### config.mk
export PLATFORM = sky130hd
export DESIGN_NAME = pipeline_stall_ctrl
export DESIGN_NICKNAME = d
export VERILOG_FILES = /design/src/rtl/pipeline_stall_ctrl.sv
export SDC_FILE = /design/constraint.sdc
export NUM_CORES = 1
export LEC_CHECK = 0
export CORE_MARGIN = 2
export CORE_UTILIZATION = 35
export CTS_BUF_LIST = sky130_fd_sc_hd__clkbuf_8
export DETAILED_ROUTE_END_ITERATION = 10
export PLACE_DENSITY = 0.79
export SETUP_SLACK_MARGIN = 0.05
export SYNTH_ARGS = -nofsm -noshare
export SYNTH_HDL_FRONTEND = slang
export SYNTH_SLANG_ARGS = --single-unit
### constraint.sdc
create_clock -name clk -period 2.16 [get_ports clk]
set_input_delay 0.54 -clock clk [delete_from_list [all_inputs] [get_ports clk]]
set_output_delay 0.54 -clock clk [all_outputs]
set_load 0.01 [all_outputs]
### src/rtl/pipeline_stall_ctrl.sv
// pipeline_stall_ctrl
// Stall/flush sequencer for the IF/ID/EX registers of the 5-stage core.
// Resolves load-use hazards, EX branch redirects and multi-cycle FFT
// coprocessor operations with one RUN/COP_WAIT state machine, and
// guards the coprocessor handshake with a timeout watchdog.
//
// Optional feature: define STALL_PERF_CNT_EN to build the saturating
// stall_cycles performance counter; otherwise stall_cycles reads 0.
//
// Reset is synchronous and active-high. While rst is high every control
// output is forced low, so nothing reaches the pipeline until the FSM
// is back in RUN.

module pipeline_stall_ctrl #(
    parameter int              REG_AW      = 5,
    parameter int              TO_W        = 8,
    parameter logic [TO_W-1:0] COP_TIMEOUT = 8'd200
) (
    input  logic              clk,
    input  logic              rst,
    input  logic [REG_AW-1:0] ifid_rs1_addr,
    input  logic [REG_AW-1:0] ifid_rs2_addr,
    input  logic [REG_AW-1:0] idex_rd_addr,
    input  logic              idex_mem_rena,
    input  logic              ex_branch_taken,
    input  logic              id_cop_req,
    input  logic              cop_ready,
    input  logic              cop_done,
    output logic              pc_hold,
    output logic              ifid_hold,
    output logic              ifid_flush,
    output logic              idex_bubble,
    output logic              cop_issue,
    output logic              cop_busy,
    output logic              cop_err,
    output logic [31:0]       stall_cycles
);

    typedef enum logic [0:0] {
        ST_RUN      = 1'b0,
        ST_COP_WAIT = 1'b1
    } state_t;

    // Last counter value before the watchdog fires.
    localparam logic [TO_W-1:0] TO_LAST = COP_TIMEOUT - {{(TO_W-1){1'b0}}, 1'b1};
    localparam logic [TO_W-1:0] TO_ONE  = {{(TO_W-1){1'b0}}, 1'b1};

    state_t          state_r;
    state_t          state_next_s;
    logic [TO_W-1:0] to_cnt_r;
    logic [TO_W-1:0] to_cnt_next_s;

    logic load_use_s;
    logic timeout_hit_s;
    logic pc_hold_s;
    logic ifid_hold_s;
    logic ifid_flush_s;
    logic idex_bubble_s;
    logic cop_issue_s;
    logic cop_busy_s;
    logic cop_err_s;

    // A load writing x0 never creates a dependency.
    assign load_use_s = idex_mem_rena
                      & (idex_rd_addr != {REG_AW{1'b0}})
                      & ((idex_rd_addr == ifid_rs1_addr) | (idex_rd_addr == ifid_rs2_addr));

    assign timeout_hit_s = (to_cnt_r == TO_LAST);

    // Next-state and same-cycle pipeline controls from state and inputs.
    always_comb begin
        state_next_s  = state_r;
        to_cnt_next_s = to_cnt_r;
        pc_hold_s     = 1'b0;
        ifid_hold_s   = 1'b0;
        ifid_flush_s  = 1'b0;
        idex_bubble_s = 1'b0;
        cop_issue_s   = 1'b0;
        cop_busy_s    = 1'b0;
        cop_err_s     = 1'b0;
        if (rst) begin
            state_next_s  = ST_RUN;
            to_cnt_next_s = {TO_W{1'b0}};
        end else begin
            case (state_r)
                ST_RUN: begin
                    if (ex_branch_taken) begin
                        // Redirect wins: squash the wrong-path fetch and ID.
                        ifid_flush_s  = 1'b1;
                        idex_bubble_s = 1'b1;
                    end else if (load_use_s) begin
                        pc_hold_s     = 1'b1;
                        ifid_hold_s   = 1'b1;
                        idex_bubble_s = 1'b1;
                    end else if (id_cop_req && !cop_ready) begin
                        pc_hold_s     = 1'b1;
                        ifid_hold_s   = 1'b1;
                        idex_bubble_s = 1'b1;
                    end else if (id_cop_req && cop_ready) begin
                        cop_issue_s   = 1'b1;
                        pc_hold_s     = 1'b1;
                        ifid_hold_s   = 1'b1;
                        idex_bubble_s = 1'b1;
                        to_cnt_next_s = {TO_W{1'b0}};
                        state_next_s  = ST_COP_WAIT;
                    end else begin
                        state_next_s = ST_RUN;
                    end
                end
                ST_COP_WAIT: begin
                    // EX only holds bubbles here, so branches cannot occur.
                    cop_busy_s    = 1'b1;
                    to_cnt_next_s = to_cnt_r + TO_ONE;
                    if (cop_done) begin
                        // Cop instruction advances to EX this cycle.
                        state_next_s = ST_RUN;
                    end else if (timeout_hit_s) begin
                        cop_err_s    = 1'b1;
                        state_next_s = ST_RUN;
                    end else begin
                        pc_hold_s     = 1'b1;
                        ifid_hold_s   = 1'b1;
                        idex_bubble_s = 1'b1;
                    end
                end
                default: begin
                    state_next_s  = ST_RUN;
                    to_cnt_next_s = {TO_W{1'b0}};
                end
            endcase
        end
    end

    // State register and watchdog counter.
    always_ff @(posedge clk) begin
        if (rst) begin
            state_r  <= ST_RUN;
            to_cnt_r <= {TO_W{1'b0}};
        end else begin
            state_r  <= state_next_s;
            to_cnt_r <= to_cnt_next_s;
        end
    end

    assign pc_hold     = pc_hold_s;
    assign ifid_hold   = ifid_hold_s;
    assign ifid_flush  = ifid_flush_s;
    assign idex_bubble = idex_bubble_s;
    assign cop_issue   = cop_issue_s;
    assign cop_busy    = cop_busy_s;
    assign cop_err     = cop_err_s;

`ifdef STALL_PERF_CNT_EN
    logic [31:0] stall_cnt_r;

    // Count held-PC cycles, saturating at all-ones.
    always_ff @(posedge clk) begin
        if (rst) begin
            stall_cnt_r <= 32'd0;
        end else if (pc_hold_s && (stall_cnt_r != 32'hFFFF_FFFF)) begin
            stall_cnt_r <= stall_cnt_r + 32'd1;
        end else begin
            stall_cnt_r <= stall_cnt_r;
        end
    end

    assign stall_cycles = stall_cnt_r;
`else
    assign stall_cycles = 32'd0;
`endif

endmodule

### Yosys cells after proc, flatten, opt, wreduce, memory -nomap -nowiden

Index checks and enable logic that the tools add are counted.

| operators by class | value |
|---|---|
| add/sub/neg operators | 1 |
| equality and inequality tests | 7 |
| muxes and demuxes | 31 |
| bitwise operators | 4 |
| reduce and logical (&&, ||, !) cells | 5 |

Operators with widths:

| cell | count |
|---|---|
| $mux 8 | 4 |
| $mux 1 | 23 |
| $pmux 8 s2 | 1 |
| $eq 5x5->1 | 2 |
| $add 8x1->8 const B | 1 |
| $eq 8x8->1 const B | 1 |
| $ne 2x2->1 const B | 4 |
| $pmux 1 s2 | 3 |
| $reduce_bool 5->1 | 1 |
| $reduce_and 4->1 | 1 |
| $and 1x1->1 | 2 |
| $logic_and 1x1->1 | 2 |
| $logic_not 1->1 | 1 |
| $not 1->1 | 1 |
| $or 1x1->1 | 1 |

| word-level totals | value |
|---|---|
| bits in registers | 9 |
| logic and storage cells | 50 |

### Longest topological paths before layout

Gate-level depths: netlist (run 1).

| logic depth | value |
|---|---|
| depth in word-level cells | 7 |
| gate-level depth with buffers | 7 |

### Least setup slack after synthesis (run 1)

No wires, ideal clock.

| timing | value |
|---|---|
| path type | in2out |
| from | input idex_rd_addr[4] |
| to | output pc_hold |
| data arrival time | 1944 ps |
| setup slack | -324 ps |
| stages | 6 |
| path through | xnor2_1 -> nand3_1 -> o22ai_2 -> nand2_1 -> a221oi_1 -> buf_4 |

| on the way | value |
|---|---|
| word-level cells in the longest chain between the ends | 7 |
| elaborated cells between the ends (all ways) | 10 |

Ends and longest elaborated chain:

| element | RTL line | RTL |
|---|---|---|
| start: declaration | 23 | `input logic [REG_AW-1:0] idex_rd_addr,` |
| $eq 5x5->1 / $reduce_bool 5->1 (equally long branches) | 66, 65 |  |
| $or 1x1->1 / $and 1x1->1 (equally long branches) | 66, 65 |  |
| $and 1x1->1 (*) | 66 | `& ((idex_rd_addr == ifid_rs1_addr) \| (idex_rd_addr == ifid_rs2_addr));` |
| $mux 1 (*) (2 in series) | - |  |
| $pmux 1 s2 (*) | - |  |
| $mux 1 (*) | - |  |
| end: declaration | 29 | `output logic pc_hold,` |

Every way passes the cells marked *; elsewhere a longest branch is shown, timed or not.

### Worst setup path after layout (run 1)

| timing | value |
|---|---|
| from | input idex_rd_addr[3] |
| to | output idex_bubble |

| on the way | value |
|---|---|
| word-level cells in the longest chain between the ends | 7 |
| elaborated cells between the ends (all ways) | 10 |

Ends and longest elaborated chain:

| element | RTL line | RTL |
|---|---|---|
| $eq 5x5->1 / $reduce_bool 5->1 (equally long branches) | 66, 65 |  |
| $or 1x1->1 / $and 1x1->1 (equally long branches) | 66, 65 |  |
| $and 1x1->1 (*) | 66 |  |
| $mux 1 (*) | 91 | `end else if (load_use_s) begin` |
| $mux 1 (*) | 87 | `if (ex_branch_taken) begin` |
| $pmux 1 s2 (*) | 85 | `case (state_r)` |
| $mux 1 (*) | 81 | `if (rst) begin` |
| end: declaration | 32 | `output logic idex_bubble,` |

Marks and branches as above.

==> flow_summary_export.csv, run 1 <==
group,metric,value,unit
status,outcome,"finished with violations",
status,violations,"negative setup slack",
flow_run,maxCapViolCount,0,
clock_network,numClockSinks,9,
route,wl_per_cell,11.3,µm
clock_network,cts.root.buffer_cell,"clkbuf_8",
global_routing,antenna_found_initial,0,
cells_and_area,regArea,180,µm²
critical_path,worstSetupPathType,"input port to output pin",
power_and_ir_drop,ir_drop,0.271,mV
cells_and_area,finalCoreUtilization,0.557,
sta,worst_slack,-248,ps
sta,fin_skew,9.77,ps
synth,synth_edf_count,0,
critical_path,path_max_fanout,3,
power_and_ir_drop,leakagePower,0.695,nW
clock_network,cts-buffers-inserted,3,
power_and_ir_drop,pwr_density_cell,368,nW/µm²
floorplanning,rows,19,
synth,synth-seq-area-share,0.175,
sta,setup_violations,4,
cells_and_area,drive_above_1_share,0.333,
clock_network,cts_tree,"built",
sta,rsz0062_at_grt,"true",
placement,dpl.cell_count,212,
route,dr.pass1.iters,4,
power_and_ir_drop,finalPower,570,µW
route,drt-total-wl,2520,µm
route,ant_nets,0,
placement,post-dp-hpwl,1900,µm
critical_path,crit_path_end_kind,"output pin",
synth,synth.distinct_cells,37,
floorplanning,coreArea,2780,µm²
synth,synthCells,133,
floorplanning,io_pins,61,
synth,yosysTopAreaCellShare,0.241,
synth,syn_area,1030,µm²
global_routing,grt_max_degree,16,
floorplanning,dieArea,3390,µm²
placement,io_buffers,28,
clock_network,htreeDepth,1,
clock_network,hold_buffers,0,
route,via_per_inst,4.72,
global_routing,grt_pass1_vias,972,
synth,yosysMostFrequentCell,"buf_4",
cells_and_area,n_antenna_cell,0,
synth,synth_area_leader_cell,"buf_4",
synth,synth_ff_type,"dfxtp_1",
floorplanning,initial_core_util,0.370,
synth,synth.avg_cell_area,7.73,µm²
floorplanning,fp.dieW,58.2,µm
placement,gp_congestion,0.801,
cells_and_area,multi_input_area,791,µm²
sta,hold_viol_final,0,
floorplanning,die_h,58.2,µm
critical_path,cp.arrival,1870,ps
sta,period_share,1.12,
sta,drv_slew,0,
clock_network,clk_path_buf_depth,2,
clock_network,cts.clk_slew.worst_paths,40,ps
global_routing,grt_overflow,0,
route,route.vias.total,1052,
cells_and_area,area_growth_syn_to_layout,50.6,%
global_routing,grt_use_total,0.155,
synth,synth_common_cells,"buf_4, xnor2_1, a21oi_1, dfxtp_1, nand3_1",
synth,ys_top_cells_by_area,"buf_4, dfxtp_1, xnor2_1",
worst_hold_path,hold_class,"flop to flop",
global_routing,grt_pass1_wl,4030,µm
critical_path,worstPathRequired,1620,ps
clock_network,clkLatencyLatePin,240,ps
cells_and_area,fillers,264,
cells_and_area,nNetsFinal,216,
cells_and_area,stdcell_count,223,
synth,ys_warn_count,0,
synth,synth-seq-cells,9,
route,dr.first_iter.drc_count,27,
sta,fin_crit,2410,ps
critical_path,critPathLaunchType,"input port",
route,drc,0,
sta,fmax,415,MHz
synth,synth-async-reset-ratio,0,
flip-flops by register name, indices dropped and copies added (netlist names):
name / flops
to_cnt_r: 8
state_r: 1
kinds of logic (layout without fill, tap and decap cells):
family / count (synthesis) / after routing / share of synthesized area
AO/OA/AOI/OAI: 28 / 28 / 0.203
XOR/XNOR: 11 / 11 / 0.0937
adder cells (fa/ha/maj): 1 / 1 / 0.0122
buffers and inverters: 39 / 67 / 0.271
flip-flops: 9 / 9 / 0.175
other: 1 / 32 / 0.00365
AND/OR/NAND/NOR: 44 / 44 / 0.241
path summary, 6_finish.rpt:
kind,startpoint,end,slack (ps),cells past startpoint
max reg2reg,state_r$_SDFF_PP0_,to_cnt_r[5]$_SDFFE_PP0P_,630,6
min reg2reg,to_cnt_r[6]$_SDFFE_PP0P_,to_cnt_r[6]$_SDFFE_PP0P_,600,3
min,to_cnt_r[6]$_SDFFE_PP0P_,to_cnt_r[6]$_SDFFE_PP0P_,600,3
max,idex_rd_addr[3],idex_bubble,-250,8
per-stage QoR:
step / hold WS [ps] / area (µm²) / TNS (ps) / worst slack [ps]
5_1_grt: 644 / 1550 / -981 / -276
3_3_place_gp: 593 / 1420 / -5400 / -1010
4_1_cts: 612 / 1460 / -850 / -294
2_1_floorplan: 482 / 1170 / -143 / -71.5
6_report: 603 / 1550 / -806 / -248
3_5_place_dp: 604 / 1420 / -5580 / -1010
critical path, cell delays in order:
cell	delay, ps
buf_6	90
or4_4	520
o21a_4	220
buf_6	120
nand2_4	80
buf_6	100
a21oi_2	40
buf_2	140
layer usage:
| metal | global-route usage | vias up | wire length, µm |
|---|---|---|---|
| li1 | - | 534 | - |
| met1 | 0.175 | 470 | 1010 |
| met2 | 0.287 | 44 | 1320 |
| met3 | 0.0246 | 4 | 153 |
| met4 | 0.0598 | 0 | 39 |
| met5 | 0 | - | 0 |
layout make-up:
class | count | area share
Clock inverter | 1 | 0.00242
Timing Repair Buffer | 61 | 0.314
Inverter | 2 | 0.00485
Clock buffer | 3 | 0.0267
Multi-Input combinational cell | 116 | 0.510
Tap cell | 31 | 0.0250
Sequential cell | 9 | 0.116
timing repair:
action                                  4_1_cts  5_1_grt
resized for setup                            59       20
endpoints found under the setup margin        7        6
buffers inserted                              4        3
pin swaps                                    19       14
hold endpoints to repair                      0        0
placed cells by master (no fill, tap or decap), types with 3 or more instances in the layout:
| cell type | instances |
|---|---|
| conb_1 | 32 |
| buf_4 | 30 |
| dfxtp_1 | 9 |
| xnor2_1 | 8 |
| a21oi_1 | 8 |
| buf_2 | 8 |
| nand2_1 | 7 |
| nand3_1 | 7 |
| dlygate4sd2_1 | 7 |
| clkdlybuf4s50_1 | 6 |
| nor2b_1 | 5 |
| nand4_1 | 4 |
| buf_6 | 4 |
| nor2_1 | 3 |
| o211ai_1 | 3 |
| o21ai_0 | 3 |
| clkbuf_8 | 3 |
| clkdlybuf4s15_1 | 3 |
power by group:
part	switching [mW]	internal (mW)	total [mW]
logic	0.101	0.0978	0.199
clock network	0.0749	0.124	0.199
registers	0.00208	0.169	0.171
total	0.178	0.392	0.570
(Power assumes the default switching activity.)
==> run 2, diff against run 1 <==
--- a/config.mk
+++ b/config.mk
@@ -10,7 +10,6 @@
 export CTS_BUF_LIST = sky130_fd_sc_hd__clkbuf_8
 export DETAILED_ROUTE_END_ITERATION = 10
 export PLACE_DENSITY = 0.79
-export SETUP_SLACK_MARGIN = 0.05
 export SYNTH_ARGS = -nofsm -noshare
 export SYNTH_HDL_FRONTEND = slang
 export SYNTH_SLANG_ARGS = --single-unit
==> run 2 against run 1 <==
  * The flow still finishes with violations (negative setup slack)
  * Routed wire length is 1.3% lower
  * Sequential share of layout area is 0.14 points higher
  * Clock-buffer cell count stayed put
  * Worst setup slack better by 3.9 ps
  * Die area stayed put
  * Total power is 0.45% lower
  * Hold slack hardly changed
  * Critical path type unchanged
  * Highest routed layer unchanged
==> flow_summary_export.csv, run 2 (synthesis gave the netlist of run 1 again) <==
group,metric,value,unit
placement,post-dp-hpwl,1900,µm
sta,hold_viol_final,0,
route,dr.pass1.iters,5,
critical_path,worstSetupPathType,"input port to output pin",
floorplanning,dieArea,3390,µm²
cells_and_area,nNetsFinal,216,
global_routing,antenna_found_initial,0,
clock_network,clkLatencyLatePin,240,ps
sta,fmax,416,MHz
floorplanning,die_h,58.2,µm
floorplanning,coreArea,2780,µm²
global_routing,grt_overflow,0,
floorplanning,fp.dieW,58.2,µm
flow_run,maxCapViolCount,0,
route,dr.first_iter.drc_count,22,
power_and_ir_drop,leakagePower,0.695,nW
sta,period_share,1.11,
global_routing,grt_pass1_wl,4030,µm
route,route.vias.total,1046,
clock_network,htreeDepth,1,
sta,setup_violations,4,
critical_path,worstPathRequired,1620,ps
cells_and_area,final_cell_mix,"conb_1, buf_4, dfxtp_1",
clock_network,clk_path_buf_depth,2,
sta,rsz0062_at_grt,"true",
clock_network,cts.root.buffer_cell,"clkbuf_8",
clock_network,cts_tree,"built",
floorplanning,io_pins,61,
sta,finalSetupTns,-797,ps
floorplanning,initial_core_util,0.370,
critical_path,path_max_fanout,3,
worst_hold_path,hold_class,"flop to flop",
cells_and_area,drive_above_1_share,0.313,
clock_network,numClockSinks,9,
placement,dpl.cell_count,212,
cells_and_area,area_growth_syn_to_layout,48.8,%
critical_path,crit_path_end_kind,"output pin",
cells_and_area,largest_reg_flops,8,
global_routing,grt_use_total,0.155,
clock_network,cts-buffers-inserted,3,
global_routing,grt_pass1_vias,972,
critical_path,critPathLaunchType,"input port",
power_and_ir_drop,pwr_density_cell,371,nW/µm²
clock_network,cts.clk_slew.worst_paths,40,ps
sta,drv_slew,0,
route,via_per_inst,4.69,
power_and_ir_drop,ir_drop,0.272,mV
cells_and_area,n_antenna_cell,0,
status,violations,"negative setup slack",
sta,worst_slack,-245,ps
sta,fin_crit,2400,ps
sta,fin_skew,9.20,ps
cells_and_area,largestRegisters,"to_cnt_r: 8 flops, state_r: 1 flops",
global_routing,grt_max_degree,16,
cells_and_area,stdcell_count,223,
route,ant_nets,0,
route,drc,0,
critical_path,cp.arrival,1860,ps
placement,io_buffers,28,
route,drt-total-wl,2490,µm
placement,gp_congestion,0.801,
cells_and_area,final_common_cell,"conb_1",
status,outcome,"finished with violations",
cells_and_area,top_register,"to_cnt_r",
floorplanning,rows,19,
route,wl_per_cell,11.2,µm
## run 2: path summary, 6_finish.rpt
path / from / to / slack (ps) / cells after the start
max reg2reg: state_r$_SDFF_PP0_ / to_cnt_r[5]$_SDFFE_PP0P_ / 650 / 6
min: to_cnt_r[6]$_SDFFE_PP0P_ / to_cnt_r[6]$_SDFFE_PP0P_ / 600 / 3
max: idex_rd_addr[3] / idex_bubble / -240 / 8
min reg2reg: to_cnt_r[6]$_SDFFE_PP0P_ / to_cnt_r[6]$_SDFFE_PP0P_ / 600 / 3
## run 2: metal layers
metal  vias up  share of wire  global-route usage
met5         -              0                   0
met1       469           0.40               0.175
met3         4          0.061              0.0246
met4         0          0.016              0.0598
met2        42           0.53               0.287
li1        531              -                   -
## run 2: critical path: stages
cell and delay, ps:
buf_6 90, or4_4 520, o21a_4 220, buf_6 120
nand2_4 80, buf_6 100, a21oi_2 40, buf_2 140
## run 2: through the flow
stage / hold slack [ps] / util / power [mW] / instance area (µm²) / worst slack [ps]
after detailed placement: 604 / 0.509 / 0.358 / 1420 / -1010
after floorplan: 482 / - / 0.311 / 1170 / -71.5
final: 603 / 0.550 / 0.567 / 1530 / -245
after global placement: 593 / 0.509 / 0.355 / 1420 / -1010
after global routing: 644 / 0.550 / 0.592 / 1530 / -272
after CTS: 612 / 0.524 / 0.550 / 1460 / -294
## run 2: layout make-up
| type | instances | area, µm² |
|---|---|---|
| inverter | 2 | 7.51 |
| multi-input combinational | 116 | 772 |
| tap | 31 | 38.8 |
| fill | 267 | 1250 |
| timing repair buffer | 61 | 487 |
| sequential | 9 | 180 |
| clock buffer | 3 | 41.3 |
| clock inverter | 1 | 3.75 |
## run 2: power by group
group          internal [mW]  total, mW  switching (mW)
Sequential             0.169      0.171         0.00195
Clock                  0.124      0.199          0.0743
Combinational         0.0972      0.197          0.0998
## run 2: timing repair
item	CTS	global route
hold buffers	0	0
setup endpoints to repair	7	5
buffers inserted	4	3
gates resized for setup	57	17
pin swaps	19	14
==> run 3, diff against run 2 <==
--- a/config.mk
+++ b/config.mk
@@ -6,10 +6,11 @@
 export NUM_CORES = 1
 export LEC_CHECK = 0
 export CORE_MARGIN = 2
-export CORE_UTILIZATION = 35
+export CORE_UTILIZATION = 50
 export CTS_BUF_LIST = sky130_fd_sc_hd__clkbuf_8
 export DETAILED_ROUTE_END_ITERATION = 10
-export PLACE_DENSITY = 0.79
+export DONT_BUFFER_PORTS = 1
+export PLACE_DENSITY = 0.68
 export SYNTH_ARGS = -nofsm -noshare
 export SYNTH_HDL_FRONTEND = slang
 export SYNTH_SLANG_ARGS = --single-unit
==> run 3 against run 2 <==
  * The flow still finishes with violations (negative setup slack)
  * Critical path depth fell by 5
  * First-iteration DRC count fell by 14%
  * Die area fell by 28%
  * Clock power rose by 2%
  * Sequential share of layout area rose by 5.5 points
  * Register-to-register slack improved by 60 ps
  * Non-clock buffer count fell by 54
  * Hold slack got worse by 250 ps
  * Cell area fell by 30%
  * Clock skew fell by 6.0 ps
  * Sequential power barely moved
  * Global-route usage rose by 2.5 points
  * Largest cell class unchanged
  * Highest routed layer unchanged
==> flow_summary_export.csv, run 3 (synthesis gave the netlist of run 1 again) <==
group,metric,value,unit
placement,post-dp-hpwl,1510,µm
global_routing,grt_pass1_vias,764,
critical_path,rr_endpoint,"to_cnt_r[5]$_SDFFE_PP0P_",
floorplanning,die_h,49.4,µm
cells_and_area,nNetsFinal,162,
cells_and_area,n_antenna_cell,0,
clock_network,cts.clk_slew.worst_paths,50,ps
cells_and_area,top_register,"to_cnt_r",
clock_network,cts.root.buffer_cell,"clkbuf_8",
status,outcome,"finished with violations",
worst_hold_path,min_from,"rst",
power_and_ir_drop,leakagePower,0.402,nW
sta,period_share,1.00,
clock_network,cts_tree,"built",
critical_path,critPathLaunchType,"input port",
sta,fmax,461,MHz
floorplanning,fp.dieW,49.4,µm
cells_and_area,largest_reg_flops,8,
clock_network,clk_path_buf_depth,2,
critical_path,cp_slowest_cell,"or4_4",
sta,whs,357,ps
critical_path,worstPathRequired,1620,ps
sta,drv_slew,0,
floorplanning,initial_core_util,0.530,
cells_and_area,drive_above_1_share,0.159,
power_and_ir_drop,ir_drop,0.278,mV
sta,worst_slack,-7.49,ps
route,wl_per_cell,12.6,µm
route,ant_nets,0,
placement,gp_congestion,0.824,
status,violations,"negative setup slack",
sta,setup_violations,1,
route,drt-total-wl,2080,µm
cells_and_area,finalInstanceArea,1070,µm²
global_routing,grt_max_degree,21,
placement,place_area,972,µm²
sta,hold_viol_final,0,
critical_path,path_max_fanout,3,
global_routing,antenna_found_initial,0,
cells_and_area,final_common_cell,"conb_1",
clock_network,cts-buffers-inserted,3,
route,dr.first_iter.drc_count,19,
route,dr.pass1.iters,4,
clock_network,clkLatencyLatePin,240,ps
placement,io_buffers,0,
cells_and_area,final_cell_mix,"conb_1, xnor2_1, a21oi_1, nand3_1",
route,route.vias.total,887,
worst_hold_path,min_path_cells,1,
route,via_per_inst,5.38,
sta,finalSetupTns,-7.49,ps
critical_path,crit_path_end_kind,"output pin",
floorplanning,rows,16,
clock_network,numClockSinks,9,
worst_hold_path,hold_class,"input port to flop",
worst_hold_path,min_to,"to_cnt_r[0]$_SDFFE_PP0P_",
sta,fin_crit,2170,ps
flow_run,maxCapViolCount,0,
cells_and_area,area_growth_syn_to_layout,4.38,%
floorplanning,dieArea,2440,µm²
route,drc,0,
sta,rsz0062_at_grt,"true",
floorplanning,io_pins,61,
clock_network,htreeDepth,1,
cells_and_area,fillers,189,
critical_path,worstSetupPathType,"input port to output pin",
critical_path,reg2regPathDepth,5,
cells_and_area,largestRegisters,"to_cnt_r: 8 flops, state_r: 1 flops",
critical_path,cp_cell_sequence,"or4_4 > o21a_4 > a2111oi_4",
critical_path,max_stage_delay,520,ps
critical_path,r2r_slack,710,ps
floorplanning,coreArea,1940,µm²
critical_path,reg2reg_from,"state_r$_SDFF_PP0_",
power_and_ir_drop,pwr_density_cell,451,nW/µm²
global_routing,grt_overflow,0,
clock_network,hold_buffers,0,
global_routing,grt_use_total,0.180,
global_routing,grt_pass1_wl,3350,µm
sta,fin_skew,3.17,ps
critical_path,cp.arrival,1630,ps
cells_and_area,finalCoreUtilization,0.553,
-- run 3: layer usage --
layer,GRT usage,part of all wire,vias up
met2,0.284,0.49,48
met4,0.114,0.025,0
met1,0.213,0.41,414
met3,0.0491,0.074,5
met5,0,0,-
li1,-,-,420
-- run 3: cell type report --
class                   count  area [µm²]  area share
inverters                   2        7.51     0.00699
well taps                  27        33.8      0.0315
clock buffers               3        41.3      0.0385
clock inverters             1        3.75     0.00350
repair buffers              7        52.6      0.0490
flip-flops and latches      9         185       0.172
multi-input cells         116         749       0.698
-- run 3: stage by stage --
| step | total power, mW | setup slack, ps | std cells |
|---|---|---|---|
| 6_report | 0.484 | -7.49 | 165 |
| 2_1_floorplan | 0.311 | -71.5 | 164 |
| 4_1_cts | 0.477 | -12.4 | 163 |
| 5_1_grt | 0.505 | -23.2 | 165 |
| 3_5_place_dp | 0.277 | -47.2 | 159 |
| 3_3_place_gp | 0.276 | -35.9 | 159 |
-- run 3: how the worst max path moves through the flow --
stage | start | endpoint | slack (ps) | depth (start not counted)
after floorplan | idex_rd_addr[1] | cop_issue | -70 | 4
after global placement | idex_rd_addr[1] | cop_issue | -40 | 3
after detailed placement | idex_rd_addr[1] | cop_issue | -50 | 3
after CTS | idex_rd_addr[1] | cop_issue | -10 | 3
after global routing | idex_rd_addr[1] | cop_issue | -20 | 3
final | idex_rd_addr[1] | cop_issue | -7 | 3
-- run 3: timing repair --
action                     CTS  global route
buffers inserted             0             2
setup endpoints to repair    4             5
resized for setup            4             5
pin swaps                    0             1
-- run 3: report_power, final --
part / leakage, nW / internal [mW] / switching, mW
combinational: 0.301 / 0.0397 / 0.0690
sequential: 0.0739 / 0.169 / 0.00288
clock: 0.0269 / 0.125 / 0.0786
-- run 3: critical path, delay by kind of cell --
family / cells / cell delay (ps)
compound gates: 2 / 570
simple gates: 1 / 520
